--- src/rtl/pipe_ctrl_pkg.sv ---
// Shared types and defaults for the pipeline sequencing controller.
package pipe_ctrl_pkg;

   typedef enum logic {
      RUN  = 1'b0,
      BUSY = 1'b1
   } state_t;

   localparam int unsigned MUL_LAT_DEF = 4;
   localparam int unsigned DIV_LAT_DEF = 16;

   // Smallest countdown width able to hold max(mul_lat, div_lat) - 1.
   function automatic int unsigned cnt_w_for(input int unsigned mul_lat,
                                             input int unsigned div_lat);
      int unsigned m;
      int unsigned w;
      m = ((mul_lat > div_lat) ? mul_lat : div_lat) - 1;
      w = 1;
      for (int unsigned i = 1; i < 32; i++) begin
         if ((m >> i) != 0) w = i + 1;
      end
      return w;
   endfunction

endpackage

--- src/rtl/pipe_ctrl_md_timer.sv ---
// Mult/div latency countdown: loads a start value, counts down to zero and holds.
module md_timer #(
   parameter int unsigned CNT_W = 5
) (
   input  logic             clk,
   input  logic             rst_n,
   input  logic             load,
   input  logic [CNT_W-1:0] load_val,
   output logic             zero
);

   logic [CNT_W-1:0] cnt;

   always_ff @(posedge clk or negedge rst_n) begin
      if (!rst_n) begin
         cnt <= '0;
      end else if (load) begin
         cnt <= load_val;
      end else if (cnt != '0) begin
         cnt <= cnt - CNT_W'(1);
      end
   end

   assign zero = (cnt == '0);

endmodule

--- src/rtl/pipe_ctrl.sv ---
// Pipeline stall/flush sequencing and HI/LO mult/div issue handshake.
// Optional PIPE_CTRL_PERF_EN adds stall_cycles / md_cycles performance counters.
import pipe_ctrl_pkg::*;

module pipe_ctrl #(
   parameter int unsigned MUL_LAT = MUL_LAT_DEF,
   parameter int unsigned DIV_LAT = DIV_LAT_DEF,
   parameter int unsigned CNT_W   = 5
) (
   input  logic clk,
   input  logic rst_n,
   input  logic hz_req,
   input  logic lu_req,
   input  logic br_taken,
   input  logic md_req,
   input  logic md_div,
   input  logic md_use,
   output logic pc_we,
   output logic ifid_we,
   output logic ifid_flush,
   output logic idex_flush,
   output logic md_go,
   output logic md_busy,
   output logic md_done
`ifdef PIPE_CTRL_PERF_EN
  ,output logic [31:0] stall_cycles,
   output logic [31:0] md_cycles
`endif
);

   state_t           state;
   logic             flush_pend;
   logic             md_block;
   logic             stall;
   logic             issue;
   logic             cnt_zero;
   logic [CNT_W-1:0] load_val;

   assign md_block = (state == BUSY) & (md_req | md_use);
   assign stall    = hz_req | lu_req | md_block;
   assign issue    = (state == RUN) & md_req & ~stall;
   assign load_val = md_div ? CNT_W'(DIV_LAT - 1) : CNT_W'(MUL_LAT - 1);

   md_timer #(
      .CNT_W(CNT_W)
   ) u_md_timer (
      .clk     (clk),
      .rst_n   (rst_n),
      .load    (issue),
      .load_val(load_val),
      .zero    (cnt_zero)
   );

   always_ff @(posedge clk or negedge rst_n) begin
      if (!rst_n) begin
         state      <= RUN;
         flush_pend <= 1'b0;
      end else begin
         unique case (state)
            RUN:  if (issue)    state <= BUSY;
            BUSY: if (cnt_zero) state <= RUN;
            default:            state <= RUN;
         endcase
         // A redirect seen under stall is held until the first unstalled cycle.
         flush_pend <= stall & (flush_pend | br_taken);
      end
   end

   // Outputs are qualified by rst_n so the pipeline is frozen while reset is held.
   assign pc_we      = rst_n & ~stall;
   assign ifid_we    = rst_n & ~stall;
   assign idex_flush = rst_n & stall;
   assign ifid_flush = rst_n & ~stall & (br_taken | flush_pend);
   assign md_go      = rst_n & issue;
   assign md_busy    = rst_n & (state == BUSY);
   assign md_done    = rst_n & (state == BUSY) & cnt_zero;

`ifdef PIPE_CTRL_PERF_EN
   always_ff @(posedge clk or negedge rst_n) begin
      if (!rst_n) begin
         stall_cycles <= '0;
         md_cycles    <= '0;
      end else begin
         if (stall)          stall_cycles <= stall_cycles + 32'd1;
         if (state == BUSY)  md_cycles    <= md_cycles + 32'd1;
      end
   end
`endif

endmodule

--- config.mk ---
export PLATFORM = sky130hd
export DESIGN_NAME = pipe_ctrl
export DESIGN_NICKNAME = d
export VERILOG_FILES = /design/src/rtl/pipe_ctrl_pkg.sv /design/src/rtl/pipe_ctrl_md_timer.sv /design/src/rtl/pipe_ctrl.sv
export SDC_FILE = /design/constraint.sdc
export NUM_CORES = 1
export LEC_CHECK = 0
export CAP_MARGIN = 20
export CORE_AREA = 2 2 39 41
export DETAILED_ROUTE_END_ITERATION = 7
export DIE_AREA = 0 0 41 43
export DONT_BUFFER_PORTS = 1
export REMOVE_ABC_BUFFERS = 1
export SLEW_MARGIN = 20
export SYNTH_ARGS = -nofsm -noshare
export SYNTH_HDL_FRONTEND = slang
export SYNTH_SLANG_ARGS = --single-unit
--- constraint.sdc ---
create_clock -name clk -period 1.85 [get_ports clk]
set_clock_uncertainty 0.05 [all_clocks]
set_input_delay 0.555 -clock clk [delete_from_list [all_inputs] [get_ports clk]]
set_output_delay 0.555 -clock clk [all_outputs]
set_load 0.02 [all_outputs]
==> flow_metrics.tcl, run 1 <==
set metrics [dict create \
    synth-compound-area-share_pct 11.36 \
    netlist_area_um2 385.4 \
    yosysWarningCount 0 \
    synthesis.instances 44 \
    pin_count 15 \
    timing.fmax_mhz 459.4 \
    num_rows 14 \
    cts_buffers 3 \
    numClockSinks 7 \
    slew_violations 0 \
    total_of_max_cap_violations 0 \
    power_density_nw_per_um2 1460 \
    gr-usage-met3_pct 4.712 \
    detailroute.via_count 355 \
    combPwrFrac_pct 53.3 \
    grt_busiest_layer "met2" \
    total_switching_power_w 0.0002905 \
    critical_path_class "flop to primary output" \
    cpPeakStageDelay_ns 0.46 \
    final_nets 70 \
    synth-seq-cells 7 \
    critical_path.n_buffers_inverters 2 \
    syn_to_final_growth_pct 49.03 \
    synth.mux.area_fraction_pct 0 \
    min_period_over_period_pct 117.7 \
    final_critical_period_ns 2.177 \
    synth.avg_cell_area_um2 8.758 \
    netlist-cell-type-count 17 \
    post_synth_and_or_nand_nor_area_fraction_pct 24.03 \
    cts_root_buffer "sky130_fd_sc_hd__clkbuf_4" \
    count_of_antenna_diodes_in_the_layout 0 \
    remaining_routing_drc_violations 0 \
    power.share.sequential_pct 30.2 \
    grt_util_met2_pct 15.31 \
    cts-htree-levels 1 \
    worstPathMaxFanout 2 \
    largest_net_degree_at_the_start_of_global_routing 8 \
    drive_gt1_share_pct 45.00 \
    gpl.final_weighted_congestion 0.6792 \
    violations "negative setup slack" \
    final_common_cell "sky130_fd_sc_hd__buf_4" \
    hold_violations_final 0 \
    power.leakage_nw 0.2809 \
    finalSetupViolations 2 \
    initial_utilization_pct 27.85 \
    detailedRoute.firstIterationViolations 6 \
    floorplan.die.width_um 41 \
    track_usage_pct 11.12 \
    swShare_pct 34.64 \
    setup.worst_path.start_class "flop" \
    setup_ws_ns -0.3266 \
    p_int_w 0.0005480 \
    route.detailed.wl_per_inst_um 11.41 \
    antenna_violations_before_repair 0 \
    via_count_of_the_first_global_routing_pass 333 \
    tritoncts "done" \
    drtPass1Iterations 2 \
    critical_path.top_delay_family "simple AND/OR/NAND/NOR gates" \
    power.ir.vdd_worst_mv 0.5161 \
    grt.overflow.total 0 \
    place.detailed.hpwl_um 604.9 \
    worstSetupEndpointType "primary output" \
    sequential_area_share_after_synthesis_pct 45.45 \
    port_buffers 0 \
    timing.hold.worst.class "input pin to flop" \
    n_fill_cell 130 \
    worstPathCellList "inv_1, ha_1, or4b_4, nor2_1, buf_4" \
    power.clock.fraction_pct 16.6 \
    clkTransAtPathRegs_ns 0.06 \
    fp.dieArea_um2 1763 \
    fp.dieH_um 43 \
    power.total_w 0.0008385 \
    synth_fa_ha_area_share_pct 3.247 \
    grt_pass1_wl_um 1248 \
    result_of_the_run "finished with violations" \
    antenna_left 0 \
    combinational_family_with_the_most_area_after_synthesis "simple AND/OR/NAND/NOR gates" \
    crit_path_top_delay_cell "sky130_fd_sc_hd__or4b_4" \
    timing.critical_path.required_ns 1.24 \
    routed_wl_um 867 \
    max-clock-path-buffers 2 \
    fin_util_pct 41.50 \
    max_slew_margin_pct 77.87 \
    rsz0062_at_grt "yes" \
    tightestPinTransition_ns 0.3308 \
    route.detailed.vias_per_inst 4.671 \
    core-area_um2 1384 \
    mostFrequentLayoutCells "sky130_fd_sc_hd__buf_4 (11), sky130_fd_sc_hd__dfrtp_1 (7), sky130_fd_sc_hd__inv_1 (5), sky130_fd_sc_hd__nand2_1 (5), sky130_fd_sc_hd__nor2_1 (4)" \
    synth_xor_area_share_pct 6.818 \
    critical_path_arrival_ns 1.57 \
    met1_capacity_usage_during_global_routing_pct 12.17 \
    later_pin_clock_latency_in_the_skew_report_ns 0.25 \
]
==> Yosys cell counts <==
cell type | number | share of area [%]
sky130_fd_sc_hd__nand2_1 | 6 | 5.8
sky130_fd_sc_hd__nand4b_1 | 1 | 2.3
sky130_fd_sc_hd__nor3_1 | 2 | 2.6
sky130_fd_sc_hd__buf_4 | 1 | 1.9
sky130_fd_sc_hd__dfrtp_1 | 7 | 45
sky130_fd_sc_hd__and2_4 | 1 | 2.3
sky130_fd_sc_hd__xnor2_1 | 3 | 6.8
sky130_fd_sc_hd__o21ai_2 | 1 | 2.3
sky130_fd_sc_hd__or4b_1 | 2 | 5.2
sky130_fd_sc_hd__o21ai_1 | 3 | 3.9
sky130_fd_sc_hd__inv_1 | 5 | 4.9
sky130_fd_sc_hd__buf_2 | 1 | 1.3
sky130_fd_sc_hd__a21oi_1 | 2 | 2.6
sky130_fd_sc_hd__ha_1 | 1 | 3.2
sky130_fd_sc_hd__nor2_1 | 6 | 5.8
sky130_fd_sc_hd__o311a_1 | 1 | 2.6
sky130_fd_sc_hd__clkbuf_1 | 1 | 0.97
==> cell type report <==
type / instances / area [µm²] / share of cell area (%)
clock buffer: 4 / 26.28 / 4.575
inverter: 5 / 18.77 / 3.268
multi-input combinational: 29 / 207.7 / 36.17
sequential: 7 / 175.2 / 30.50
tap: 16 / 20.02 / 3.486
timing repair buffer: 15 / 126.4 / 22.00
==> sequential cells by signal, summed over array words and instances (netlist names) <==
signal          flops
state               1
u_md_timer.cnt      5
flush_pend          1
==> worst reg2reg max path, cell delays in order, from the launching register on <==
cell                      delay [ns]
sky130_fd_sc_hd__dfrtp_1        0.37
sky130_fd_sc_hd__inv_1          0.06
sky130_fd_sc_hd__ha_1           0.15
sky130_fd_sc_hd__or4b_4         0.47
sky130_fd_sc_hd__buf_4          0.17
sky130_fd_sc_hd__and2_4         0.15
sky130_fd_sc_hd__o21ai_2        0.09
==> what timing repair did <==
item	4_1_cts	5_1_grt
gates resized for setup	2	10
hold buffers	1	0
endpoints found under the hold margin	7	0
pin swaps	4	1
setup endpoints to repair	3	6
buffers inserted	0	1
==> power groups by stage <==
stage / registers, W / logic [W] / clock network, W
2_1_floorplan: 0.000261 / 0.000246 / 0
3_3_place_gp: 0.000253 / 0.000408 / 0
3_5_place_dp: 0.000252 / 0.000412 / 0
4_1_cts: 0.000252 / 0.000427 / 0.000144
5_1_grt: 0.000259 / 0.000504 / 0.000151
6_report: 0.000253 / 0.000447 / 0.000139
==> routing by layer <==
| metal | share of wire [%] | routed length [µm] |
|---|---|---|
| met4 | 1.8 | 16 |
| met1 | 42 | 363 |
| met5 | 0 | 0 |
| met2 | 48 | 418 |
| met3 | 8.0 | 69 |
==> logic make-up after synthesis <==
group / count (synthesis)
buffers and inverters: 8
DFF: 7
xor gates and xnor gates: 3
AOI/OAI and AO/OA: 7
adders and majority gates: 1
and+or+nand+nor: 18
==> per-stage QoR <==
stage	hold WS (ns)	area (µm²)	setup WS, ns	setup TNS [ns]	instances
detailed placement	0.2096	494.2	-0.08188	-0.1105	71
CTS	0.4389	538.0	-0.2981	-0.4345	76
floorplan	0.2094	369.1	-0.2355	-0.7560	41
global placement	0.2096	494.2	-0.07320	-0.09777	71
finish	0.4405	574.3	-0.3266	-0.4625	76
global route	0.4523	574.3	-0.3868	-0.6044	76
==> path summary, 6_finish.rpt <==
check | from | end | slack (ns) | cells after the start
worst max-delay path | u_md_timer.cnt[0] | md_done | -0.33 | 5
worst min-delay path | md_div | u_md_timer.cnt[3] | 0.44 | 2
worst max register to register | u_md_timer.cnt[0] | u_md_timer.cnt[1] | 0.27 | 6
worst min register to register | flush_pend | flush_pend | 0.48 | 2
max in group asynchronous | rst_n | u_md_timer.cnt[1] | 0.91 | 1
min in group asynchronous | rst_n | u_md_timer.cnt[3] | 0.58 | 1
Power figures use the tool's default switching activity.
==> run 2: changes to the inputs <==
--- a/config.mk
+++ b/config.mk
@@ -5,6 +5,7 @@
 export SDC_FILE = /design/constraint.sdc
 export NUM_CORES = 1
 export LEC_CHECK = 0
+export ABC_AREA = 1
 export CAP_MARGIN = 20
 export CORE_AREA = 2 2 39 41
 export DETAILED_ROUTE_END_ITERATION = 7
==> flow_metrics.tcl, run 2 <==
set metrics [dict create \
    place.detailed.hpwl_um 676 \
    cts-htree-levels 1 \
    floorplan.die.width_um 41 \
    timing.critical_path.required_ns 1.24 \
    synthTopCellsByCount "sky130_fd_sc_hd__inv_1 (12), sky130_fd_sc_hd__nand2_1 (11), sky130_fd_sc_hd__nor2_1 (10)" \
    yosysWarningCount 0 \
    synth_enable_flop_cells 0 \
    swShare_pct 41.24 \
    synthesis.instances 59 \
    power.total_w 0.0008553 \
    rsz0062_at_grt "yes" \
    numClockSinks 7 \
    detailedRoute.firstIterationViolations 2 \
    grt_pass1_wl_um 1455 \
    netlist-cell-type-count 15 \
    route.detailed.wl_per_inst_um 10.51 \
    grt.overflow.total 0 \
    detailroute.via_count 400 \
    n_fill_cell 154 \
    initial_utilization_pct 31.10 \
    register_to_register_setup_slack_ns 0.53 \
    drive_gt1_share_pct 36.00 \
    num_rows 14 \
    pin_count 15 \
    final_common_cell "sky130_fd_sc_hd__buf_4" \
    count_of_antenna_diodes_in_the_layout 0 \
    antenna_violations_before_repair 0 \
    critical_path.most_common_cell "sky130_fd_sc_hd__inv_2" \
    final_area_um2 593.1 \
    remaining_routing_drc_violations 0 \
    combPwrFrac_pct 51.7 \
    regMostFlops "u_md_timer.cnt" \
    power_density_nw_per_um2 1442 \
    fp.dieH_um 43 \
    critical_path_depth 7 \
    via_count_of_the_first_global_routing_pass 378 \
    worstSetupEndpointType "primary output" \
    later_pin_clock_latency_in_the_skew_report_ns 0.26 \
    max_slew_margin_pct 77.37 \
    synth_largest_area_cell "sky130_fd_sc_hd__dfrtp_1" \
    tightestPinTransition_ns 0.3383 \
    min_period_over_period_pct 104.1 \
    routed_wl_um 956 \
    clkTransAtPathRegs_ns 0.06 \
    crit_path_top_delay_cell "sky130_fd_sc_hd__dfrtp_1" \
    timing.hold.worst.class "input pin to flop" \
    total_of_max_cap_violations 0 \
    track_usage_pct 13.04 \
    drtPass1Iterations 4 \
    reg2reg_to "u_md_timer.cnt[2]" \
    total_switching_power_w 0.0003527 \
    cpPeakStageDelay_ns 0.38 \
    setup_ws_ns -0.07677 \
    largest_net_degree_at_the_start_of_global_routing 8 \
    largest_registers "u_md_timer.cnt (5), flush_pend (1), state (1)" \
    yosys-top-cells-area "sky130_fd_sc_hd__dfrtp_1 (41%), sky130_fd_sc_hd__inv_1 (10%), sky130_fd_sc_hd__nand2_1 (9.6%)" \
    fp.dieArea_um2 1763 \
    critical_path.reg2reg.startpoint "u_md_timer.cnt[0]" \
    tritoncts "done" \
    synth.avg_cell_area_um2 7.295 \
    post-synth-top-area-fraction_pct 40.70 \
    critical_path_class "flop to primary output" \
    power.ir.vdd_worst_mv 0.5747 \
    sequential_area_share_after_synthesis_pct 40.70 \
    ys_dominant_reg_cell "sky130_fd_sc_hd__dfrtp_1" \
    max-clock-path-buffers 2 \
    cts_root_buffer "sky130_fd_sc_hd__clkbuf_4" \
    result_of_the_run "finished with violations" \
    async_reset_ff_share_pct 100.0 \
    finalSetupViolations 1 \
    synth.most_common_cell "sky130_fd_sc_hd__inv_1" \
    mostFrequentLayoutCells "sky130_fd_sc_hd__buf_4 (12), sky130_fd_sc_hd__nand2_1 (11), sky130_fd_sc_hd__nor2_1 (10)" \
    final_critical_period_ns 1.927 \
    hold_violations_final 0 \
    violations "negative setup slack" \
    multi_input_combinational_cell_area_um2 216.5 \
    cts_buffers 3 \
    synth-seq-cells 7 \
    layout.area.seq_um2 175.2 \
    port_buffers 0 \
    critical_path.top_delay_family "flip-flops" \
    critical_path_arrival_ns 1.32 \
    largest_register_ffs 5 \
    netlist_area_um2 430.4 \
    antenna_left 0 \
    crit_start "u_md_timer.cnt[0]" \
    worst-r2r-cell-count 10 \
    slew_violations 0 \
    power.share.sequential_pct 31.6 \
    timing.fmax_mhz 519.0 \
    worstPathCellList "inv_2, ha_4, inv_2, nor3_4, nand2_2, nor2_1, buf_4" \
    core-area_um2 1384 \
    gpl.final_weighted_congestion 0.7787 \
    p_int_w 0.0005025 \
    syn_to_final_growth_pct 37.79 \
    critical_path.n_buffers_inverters 3 \
    route.detailed.vias_per_inst 4.396 \
    power.clock.fraction_pct 16.7 \
    setup.worst_path.start_class "flop" \
    worstPathMaxFanout 2 \
    final_nets 85 \
    critPathCapture "md_done" \
    power.leakage_nw 0.3221 \
    placed_area_um2 495.5 \
]
==> run 2: changes by cell type in the layout (fill, tap and decap cells not counted), sizes merged, moves of 2 or more <==
cell	before	now
nand3	0	5
xnor2	3	0
or4b	2	0
inv	5	12
nor2	6	11
clkinv	0	2
nand2	6	13
buf	14	12
==> run 2: repair_timing <==
item | in CTS | in global routing
endpoints found under the setup margin | 1 | 2
hold endpoints to repair | 7 | 0
resized for setup | 6 | 1
setup buffers | 3 | 2
hold buffers | 1 | 0
pin swaps | 4 | 3
==> run 2: worst register-to-register path, cell delays in order, from the launching register on <==
cell                       delay [ns]
sky130_fd_sc_hd__dfrtp_1         0.38
sky130_fd_sc_hd__inv_2           0.08
sky130_fd_sc_hd__ha_4            0.13
sky130_fd_sc_hd__inv_2           0.04
sky130_fd_sc_hd__nor3_4          0.12
sky130_fd_sc_hd__nand2_2         0.07
sky130_fd_sc_hd__buf_4           0.15
sky130_fd_sc_hd__clkinv_2        0.07
sky130_fd_sc_hd__nand2_2         0.04
sky130_fd_sc_hd__nand2_1         0.06
sky130_fd_sc_hd__inv_1           0.03
==> run 2: layer usage <==
layer	wire length [µm]	part of all wire, %	track usage [%]
met2	451	47	19.38
met3	55	5.8	1.571
met1	412	43	14.14
met4	36	3.8	14.00
met5	0	0	0
==> run 2: area by class of cell <==
class	instances	share of cell area [%]
multi-input cells	37	36.50
flip-flops and latches	7	29.54
repair buffers	13	16.88
inverters	14	9.283
clock buffers	4	4.430
well taps	16	3.376
==> run 2: power by group through the flow <==
stage	Clock, W	Sequential, W	Combinational [W]
finish	0.000143	0.000270	0.000442
global route	0.000159	0.000279	0.000503
CTS	0.000149	0.000271	0.000419
detailed placement	0	0.000264	0.000330
global placement	0	0.000264	0.000322
floorplan	0	0.000254	0.000257
==> run 2: kinds of logic (layout without fill, tap and decap cells) <==
group                    after synthesis  after routing  synth area share, %
AO/OA/AOI/OAI                          4              4                4.649
adder cells (fa/ha/maj)                1              1                2.907
buffers and inverters                 15             31                14.53
flip-flops                             7              7                40.70
AND/OR/NAND/NOR                       32             32                37.21
==> run 2: worst min-delay path by stage <==
| stage | from | end | slack [ns] | cells after the start |
|---|---|---|---|---|
| after floorplan | rst_n | flush_pend | 0.21 | 0 |
| after global placement | rst_n | u_md_timer.cnt[3] | 0.21 | 0 |
| after global routing | md_div | u_md_timer.cnt[3] | 0.42 | 2 |
| after detailed placement | rst_n | u_md_timer.cnt[3] | 0.21 | 0 |
| final | md_div | u_md_timer.cnt[3] | 0.41 | 2 |
| after CTS | md_div | u_md_timer.cnt[3] | 0.41 | 2 |
==> run 2: per-stage QoR <==
| step | hold slack (ns) | setup TNS [ns] | setup WS [ns] | util [%] | cells |
|---|---|---|---|---|---|
| global route | 0.4218 | -0.1304 | -0.1304 | 42.86 | 91 |
| CTS | 0.4054 | -0.1656 | -0.1656 | 41.41 | 89 |
| floorplan | 0.2094 | -0.1365 | -0.06825 | - | 58 |
| global placement | 0.2096 | 0 | 0.1221 | 35.80 | 81 |
| finish | 0.4106 | -0.07677 | -0.07677 | 42.86 | 91 |
| detailed placement | 0.2095 | 0 | 0.07639 | 35.80 | 81 |
